**config.mk**
```make
export PLATFORM = sky130hd
export DESIGN_NAME = pixel_stream_ingress
export DESIGN_NICKNAME = d
export VERILOG_FILES = /design/src/rtl/pixel_stream_ingress.sv
export SDC_FILE = /design/constraint.sdc
export NUM_CORES = 1
export LEC_CHECK = 0
export ABC_AREA = 0
export CORE_ASPECT_RATIO = 1.25
export CORE_MARGIN = 3
export CORE_UTILIZATION = 40
export CTS_CLUSTER_SIZE = 25
export DETAILED_ROUTE_END_ITERATION = 6
export GPL_ROUTABILITY_DRIVEN = 0
export SLEW_MARGIN = 20
export SYNTH_ARGS = -nofsm -noshare
export SYNTH_HDL_FRONTEND = slang
export SYNTH_SLANG_ARGS = --single-unit
```
**constraint.sdc**
```tcl
create_clock -name clk -period 3 [get_ports clk]
set_input_delay 0.45 -clock clk [delete_from_list [all_inputs] [get_ports clk]]
set_output_delay 0.45 -clock clk [all_outputs]
set_load 0.01 [all_outputs]
```
**src/rtl/pixel_stream_ingress.sv**
```systemverilog
// pixel_stream_ingress
//   Ingress stage for the blur pipeline pixel input. Accepts a raster pixel
//   stream, decouples it through a small first-word-fall-through FIFO, tags
//   each pixel with end-of-line from a column/row position tracker, and
//   pulses frame_done after the end-of-frame pixel leaves the FIFO.
//
//   Optional feature macro: PIXEL_INGRESS_LAST_CHECK_EN
//     defined   -> err_last goes sticky-high when in_last disagrees with the
//                  tracked position (last must be on col IMG_W-1, row IMG_H-1)
//     undefined -> err_last tied to 0
//
// Ports
//   clk        rising-edge clock
//   reset      asynchronous active-low reset (0 = in reset)
//   in_data    upstream pixel
//   in_valid   upstream pixel valid
//   in_last    upstream end-of-frame marker
//   in_ready   ingress can accept (registered state only)
//   out_data   FIFO head pixel
//   out_valid  FIFO head valid
//   out_last   head carries in_last
//   out_eol    head is column IMG_W-1
//   out_ready  downstream accepts head
//   frame_done one-cycle pulse the cycle after an out_last word is popped
//   level      FIFO occupancy 0..DEPTH
//   err_last   sticky framing error
//
// Handshake: a transfer happens on a rising edge where valid and ready are
// both 1. A source holding valid=1 keeps its data stable until the transfer;
// ready never depends combinationally on the other side's valid or ready.
module pixel_stream_ingress #(
  parameter int DATA_W = 8,
  parameter int DEPTH  = 4,   // power of two, >= 2
  parameter int IMG_W  = 260,
  parameter int IMG_H  = 258
) (
  input  logic                     clk,
  input  logic                     reset,
  input  logic [DATA_W-1:0]        in_data,
  input  logic                     in_valid,
  input  logic                     in_last,
  output logic                     in_ready,
  output logic [DATA_W-1:0]        out_data,
  output logic                     out_valid,
  output logic                     out_last,
  output logic                     out_eol,
  input  logic                     out_ready,
  output logic                     frame_done,
  output logic [$clog2(DEPTH):0]   level,
  output logic                     err_last
);

  localparam int AW = $clog2(DEPTH);
  localparam int CW = (IMG_W > 1) ? $clog2(IMG_W) : 1;
  localparam int RW = (IMG_H > 1) ? $clog2(IMG_H) : 1;
  localparam int EW = DATA_W + 2;
  localparam logic [CW-1:0] COL_LAST = CW'(IMG_W - 1);
  localparam logic [RW-1:0] ROW_LAST = RW'(IMG_H - 1);

  // Entry layout: {last, eol, data}
  logic [EW-1:0] mem [DEPTH];
  logic [AW:0]   wptr;
  logic [AW:0]   rptr;
  logic [EW-1:0] head;
  logic          run;
  logic [CW-1:0] col;
  logic [RW-1:0] row;
  logic          full;
  logic          empty;
  logic          push;
  logic          pop;
  logic          eol_tag;
  logic          frame_done_q;

  // Pointers carry one extra wrap bit: equal pointers mean empty, pointers
  // differing only in the wrap bit mean full.
  assign full      = (wptr ^ rptr) == {1'b1, {AW{1'b0}}};
  assign empty     = (wptr == rptr);
  assign in_ready  = run & ~full;
  assign out_valid = ~empty;
  assign push      = in_valid & in_ready;
  assign pop       = out_valid & out_ready;
  assign level     = wptr - rptr;
  assign eol_tag   = (col == COL_LAST);

  assign head       = mem[rptr[AW-1:0]];
  assign out_data   = head[DATA_W-1:0];
  assign out_eol    = head[DATA_W];
  assign out_last   = head[DATA_W+1];
  assign frame_done = frame_done_q;

  // run holds in_ready low for the first edge after reset release.
  always_ff @(posedge clk or negedge reset) begin
    if (!reset) begin
      run <= 1'b0;
    end else begin
      run <= 1'b1;
    end
  end

  // Storage is cleared on reset so the head reads 0 while empty after reset.
  always_ff @(posedge clk or negedge reset) begin
    if (!reset) begin
      for (int i = 0; i < DEPTH; i++) begin
        mem[i] <= '0;
      end
    end else if (push) begin
      mem[wptr[AW-1:0]] <= {in_last, eol_tag, in_data};
    end
  end

  always_ff @(posedge clk or negedge reset) begin
    if (!reset) begin
      wptr <= '0;
      rptr <= '0;
    end else begin
      if (push) wptr <= wptr + 1'b1;
      if (pop)  rptr <= rptr + 1'b1;
    end
  end

  // Raster position of the next pixel to be accepted.
  always_ff @(posedge clk or negedge reset) begin
    if (!reset) begin
      col <= '0;
      row <= '0;
    end else if (push) begin
      if (eol_tag) begin
        col <= '0;
        row <= (row == ROW_LAST) ? '0 : row + 1'b1;
      end else begin
        col <= col + 1'b1;
      end
    end
  end

  always_ff @(posedge clk or negedge reset) begin
    if (!reset) begin
      frame_done_q <= 1'b0;
    end else begin
      frame_done_q <= pop & out_last;
    end
  end

`ifdef PIXEL_INGRESS_LAST_CHECK_EN
  logic err_q;
  logic last_exp;

  assign last_exp = eol_tag && (row == ROW_LAST);

  always_ff @(posedge clk or negedge reset) begin
    if (!reset) begin
      err_q <= 1'b0;
    end else if (push && (in_last != last_exp)) begin
      err_q <= 1'b1;
    end
  end

  assign err_last = err_q;
`else
  assign err_last = 1'b0;
`endif

endmodule
```
==> results of run 1 <==
## logic make-up after synthesis
group	after synthesis	share of synthesized area [%]
compound gates	23	6.277
xor+xnor	8	3.095
fa+ha+maj	9	4.185
buf+inv	18	3.923
flops	57	49.69
mux	47	26.42
other cells	2	0.2616
simple gates	34	6.147
## flip-flops by register name, summed over array words and instances, names as in the netlist
name	cells
wptr	3
mem	40
rptr	3
run	1
col	9
frame_done	1
## path summary, 6_finish.rpt
check	startpoint	endpoint	depth (start not counted)	slack [ps]
hold / removal	reset	mem[31]$_DFFE_PN0P_	1	40
setup reg to reg	wptr[0]$_DFFE_PN0P_	mem[29]$_DFFE_PN0P_	5	680
setup / recovery	wptr[0]$_DFFE_PN0P_	in_ready	5	410
max in group asynchronous	reset	mem[13]$_DFFE_PN0P_	2	2090
min in group clk	mem[38]$_DFFE_PN0P_	mem[38]$_DFFE_PN0P_	2	480
hold reg to reg	mem[38]$_DFFE_PN0P_	mem[38]$_DFFE_PN0P_	2	480
## cells in the final DEF (no fill, tap or decap), types with 3 or more instances in the layout
master,count
dfrtp_1,57
mux2_4,31
clkdlybuf4s50_1,27
nand2_1,15
mux4_2,10
clkbuf_8,10
inv_1,9
ha_1,8
o21ai_0,7
xnor2_1,5
mux2_2,5
nand3_1,4
a21oi_1,3
or3_1,3
o211ai_2,3
buf_4,3
## layer usage
metal	track usage, %	share of wire (%)	up-vias
li1	-	-	775
met1	20.95	49	811
met2	20.47	45	36
met3	3.131	4.0	10
met4	6.905	2.0	0
met5	0	0	-
## power breakdown
group	total, mW	switching [mW]	internal (mW)
sequential	1.31	0.223	1.09
clock	0.609	0.294	0.315
combinational	1.80	0.709	1.09
total	3.72	1.23	2.50
## worst max-delay path, stage by stage, from the launching register on
cell and delay, ps:
dfrtp_1 370, inv_1 100, ha_1 350, nand2_1 300, o21a_1 160, clkdlybuf4s50_1 530
## final cells by class
class	count	area (um^2)
sequential	57	1426
fill	593	3411
multi-input combinational	123	1331
tap	87	108.9
clock inverter	3	17.52
inverter	9	33.78
timing repair buffer	31	297.8
clock buffer	12	145.1
## per-stage QoR
step,power (mW),cell area (um^2),std cells
after detailed placement,3.155,3198,307
after floorplan,2.511,2870,198
final,3.724,3361,322
after global routing,4.000,3361,322
after CTS,3.785,3361,322
after global placement,3.139,3198,307
==> flow_metrics.py, run 1 <==
metrics = {
    "timing": {
        "finalSetupViolations": 0,
        "finalMaxSlewViolations": 0,
        "max-slew-margin-rel_pct": 44.84,
        "hold_violations": 0,
        "setup_ws_ps": 408.0,
        "fin_skew_ps": 6.827,
        "tightest_slew_ps": 825.0,
        "fmax_mhz": 385.8,
        "rsz0062_at_grt": "false",
        "fin_hold_ws_ps": 43.76,
        "final_min_period_over_clock_period_pct": 86.40,
        "setup_tns_ps": 0,
        "min_period_ps": 2592,
    },
    "logic_synthesis": {
        "yosysTopAreaCell": "dfrtp_1",
        "synthFlopType": "dfrtp_1",
        "synth.most_common_cell": "dfrtp_1",
        "async_flop_share_pct": 100.0,
        "postSynthAreaPerCell_um2": 14.50,
        "ys_warn_count": 0,
        "synthTopCellsByCount": "57 x dfrtp_1, 31 x mux2_4, 15 x nand2_1",
        "synth_cells": 198,
        "syn_area_um2": 2870,
        "synth_area_leaders": "dfrtp_1 50%, mux2_4 16%, mux4_2 7.8%",
        "synth-edff-count": 0,
        "yosysTopAreaCellShare_pct": 49.69,
        "syn-num-nets": 220,
        "seq_area_frac_synth_pct": 49.69,
        "ys_types": 41,
        "ys_ff_latch": 57,
    },
    "global_route": {
        "first_global_vias": 1719,
        "grt_overflow": 0,
        "grt_max_degree": 41,
        "track_usage_pct": 14.47,
        "antenna_found_initial": 0,
        "grt_pass1_wl_um": 8783,
    },
    "critical_path": {
        "cp.required_ps": 2550,
        "critPathLaunchType": "register",
        "worstSetupEndpointType": "output port",
        "critPathKind": "reg2out",
        "cp_max_fo": 7,
        "arrival_ps": 2140,
    },
    "drt": {
        "wirelength_um": 5177,
        "postRouteAntennaNets": 0,
        "drtIter0Drc": 78,
        "drc": 0,
        "drtPass1Iterations": 4,
        "via_count": 1632,
        "avgViaCountPerCell": 5.068,
        "detail_route.wl_per_cell_um": 16.08,
    },
    "outcome": {
        "status": "finished, final reports clean",
    },
    "floorplanning": {
        "rows": 33,
        "fp.dieH_um": 100.7,
        "io_pins": 30,
        "core-area_um2": 6771,
        "start_util_pct": 42.39,
        "die_area_um2": 8235,
        "fp.dieW_um": 81.77,
    },
    "clock_network": {
        "cts_sinks": 57,
        "cts_root_buf": "clkbuf_8",
        "cts_tree": "built",
        "holdBufCountCts": 0,
        "cts_buffers": 9,
        "cts_resized": 0,
        "htreeDepth": 3,
        "cts.clk_slew.worst_paths_ps": 70,
        "post_cts.repair.setup_buffers": 0,
        "clock_latency_ps": 330,
        "clk_path_buf_depth": 2,
    },
    "finish": {
        "syn2layout_area_growth_pct": 17.09,
        "fin_nets": 253,
        "drive_gt1_share_pct": 31.49,
        "n_antenna_cell": 0,
        "fin_util_pct": 49.63,
    },
    "power_and_ir_drop": {
        "ir_worst_vdd_mv": 0.6507,
        "power_density_nw_per_um2": 1108,
        "leakage_nw": 1.548,
    },
    "placement": {
        "port-buffer-count": 28,
        "dp_slack_ps": 662.4,
        "hpwl_um": 3424,
    },
    "min_path": {
        "hold_class": "in2async",
    },
    "flow_run": {
        "cap_violations": 0,
    },
}
Note: power is estimated with default switching activity, not from simulation.
==> run 2, diff against run 1 <==
CAP_MARGIN = 5   (was not set)
CELL_PAD_IN_SITES_DETAIL_PLACEMENT = 0   (was not set)
CELL_PAD_IN_SITES_GLOBAL_PLACEMENT = 1   (was not set)
PLACE_DENSITY_LB_ADDON = 0.1   (was not set)
clock period = 2.4 ns   (was 3 ns; I/O delays follow)
==> run 2 against run 1 <==
Against the previous run: power rose by 30%; utilization rose by 1.5 points; clock skew up 2.1 ps; flip-flop and latch count is the same; via count up 3.8%; design area rose by 3.0%; worst hold slack got worse by 13 ps; largest power group unchanged.
==> flow_metrics.py, run 2 (synthesized netlist as in run 1, its figures left out) <==
metrics = {
    "outcome": {
        "status": "finished, final reports clean",
    },
    "drt": {
        "wirelength_um": 5544,
        "drtIter0Drc": 70,
        "drtPass1Iterations": 4,
        "detail_route.wl_per_cell_um": 16.85,
        "drc": 0,
        "postRouteAntennaNets": 0,
        "avgViaCountPerCell": 5.149,
        "via_count": 1694,
    },
    "global_route": {
        "track_usage_pct": 14.66,
        "grt_max_degree": 58,
        "grt_pass1_wl_um": 9018,
        "first_global_vias": 1811,
        "grt_overflow": 0,
        "antenna_found_initial": 0,
    },
    "critical_path": {
        "cp_max_fo": 12,
        "critPathMaxStageDelay_ps": 530,
        "worstSetupEndpointType": "output port",
        "critical_path_depth": 3,
        "rrSetupSlack_ps": 470,
        "path_cells": "buf_12, mux4_2, clkdlybuf4s50_1",
        "cp.required_ps": 2040,
        "regToRegEndpoint": "mem[9]$_DFFE_PN0P_",
        "crit_buf_inv": 2,
        "arrival_ps": 1940,
        "critPathLaunchType": "register",
        "cp_top_family": "buffers and inverters",
        "critPathKind": "reg2out",
        "worstRegToRegCells": 7,
        "crit_path_top_delay_cell": "mux4_2",
        "reg2reg_from": "rptr[1]$_DFFE_PN0P_",
    },
    "flow_run": {
        "cap_violations": 0,
    },
    "timing": {
        "fin_skew_ps": 8.931,
        "final_min_period_over_clock_period_pct": 95.80,
        "min_period_ps": 2299,
        "rsz0062_at_grt": "false",
        "fmax_mhz": 434.9,
        "fin_hold_ws_ps": 30.89,
        "setup_tns_ps": 0,
        "finalSetupViolations": 0,
        "hold_violations": 0,
        "finalMaxSlewViolations": 0,
    },
    "finish": {
        "n_antenna_cell": 0,
        "reg_top3": "mem x40, col x9",
        "top_register": "mem",
        "fin_nets": 259,
        "fillers": 629,
        "largest_reg_flops": 40,
        "layout_common_cells": "57 x dfrtp_1, 31 x mux2_4, 24 x clkdlybuf4s50_1",
        "syn2layout_area_growth_pct": 20.58,
        "drive_gt1_share_pct": 33.47,
        "final_common_cell": "dfrtp_1",
    },
    "clock_network": {
        "cts_tree": "built",
        "cts_root_buf": "clkbuf_8",
        "holdBufCountCts": 0,
        "clock_latency_ps": 320,
        "cts_buffers": 9,
        "cts_sinks": 57,
        "clk_path_buf_depth": 2,
        "htreeDepth": 3,
        "cts.clk_slew.worst_paths_ps": 70,
    },
    "min_path": {
        "hold_class": "in2async",
    },
    "floorplanning": {
        "rows": 33,
        "io_pins": 30,
        "core-area_um2": 6771,
        "die_area_um2": 8235,
        "start_util_pct": 42.39,
        "fp.dieW_um": 81.77,
        "fp.dieH_um": 100.7,
    },
    "power_and_ir_drop": {
        "power_density_nw_per_um2": 1396,
        "ir_worst_vdd_mv": 0.6570,
        "leakage_nw": 1.619,
    },
    "placement": {
        "hpwl_um": 3529,
        "port-buffer-count": 28,
    },
}
## run 2: worst max path at each step
| stage | from | endpoint | slack (ps) |
|---|---|---|---|
| 5_1_grt | rptr[0]$_DFFE_PN0P_ | out_eol | 10 |
| 3_3_place_gp | wptr[0]$_DFFE_PN0P_ | level[2] | 280 |
| 2_1_floorplan | rptr[1]$_DFFE_PN0P_ | mem[1]$_DFFE_PN0P_ | 260 |
| 6_report | rptr[0]$_DFFE_PN0P_ | out_eol | 100 |
| 3_5_place_dp | wptr[0]$_DFFE_PN0P_ | level[2] | 250 |
| 4_1_cts | rptr[0]$_DFFE_PN0P_ | out_last | 0.9 |
## run 2: final cells by class
| class | count | area (um^2) | share of cell area [%] |
|---|---|---|---|
| clock buffers | 13 | 148.9 | 4.302 |
| well taps | 87 | 108.9 | 3.145 |
| multi-input cells | 123 | 1331 | 38.47 |
| repair buffers | 37 | 371.6 | 10.74 |
| flip-flops and latches | 57 | 1426 | 41.21 |
| inverters | 9 | 33.78 | 0.9761 |
| clock inverters | 3 | 40.04 | 1.157 |
## run 2: timing repair
action                                  CTS  global route
pin swaps                                 0             0
endpoints found under the setup margin    9             5
gates cloned                              0             0
setup buffers                             1             0
gates resized for setup                   3             4
## run 2: power breakdown
part / internal [mW] / leakage (nW) / total (mW) / switching (mW)
clock network: 0.506 / 0.0974 / 0.864 / 0.358
logic: 1.40 / 0.831 / 2.32 / 0.924
registers: 1.37 / 0.690 / 1.65 / 0.282
## run 2: per-stage QoR
step	instances	area, um^2	setup slack (ps)	power, mW	util [%]
finish	329	3461	100.8	4.831	51.11
global route	329	3461	11.21	5.143	51.11
CTS	329	3447	0.8529	4.904	50.91
detailed placement	312	3248	247.8	3.996	47.97
global placement	312	3248	276.3	3.955	47.97
floorplan	198	2870	258.6	3.139	-
## run 2: worst register-to-register path, stage by stage (launching register included)
cell	delay [ps]
dfrtp_1	410
inv_1	60
ha_1	300
nand2_1	70
buf_4	170
o211ai_4	150
buf_4	280
mux2_2	360
## run 2: routing by layer
layer  vias to the layer above  global-route usage (%)  part of all wire [%]
met1                       886                   19.23                    46
met2                        22                   22.78                    51
met3                         4                   3.399                   2.5
li1                        782                       -                     -
met4                         0                   6.905                  0.81
met5                         -                       0                     0
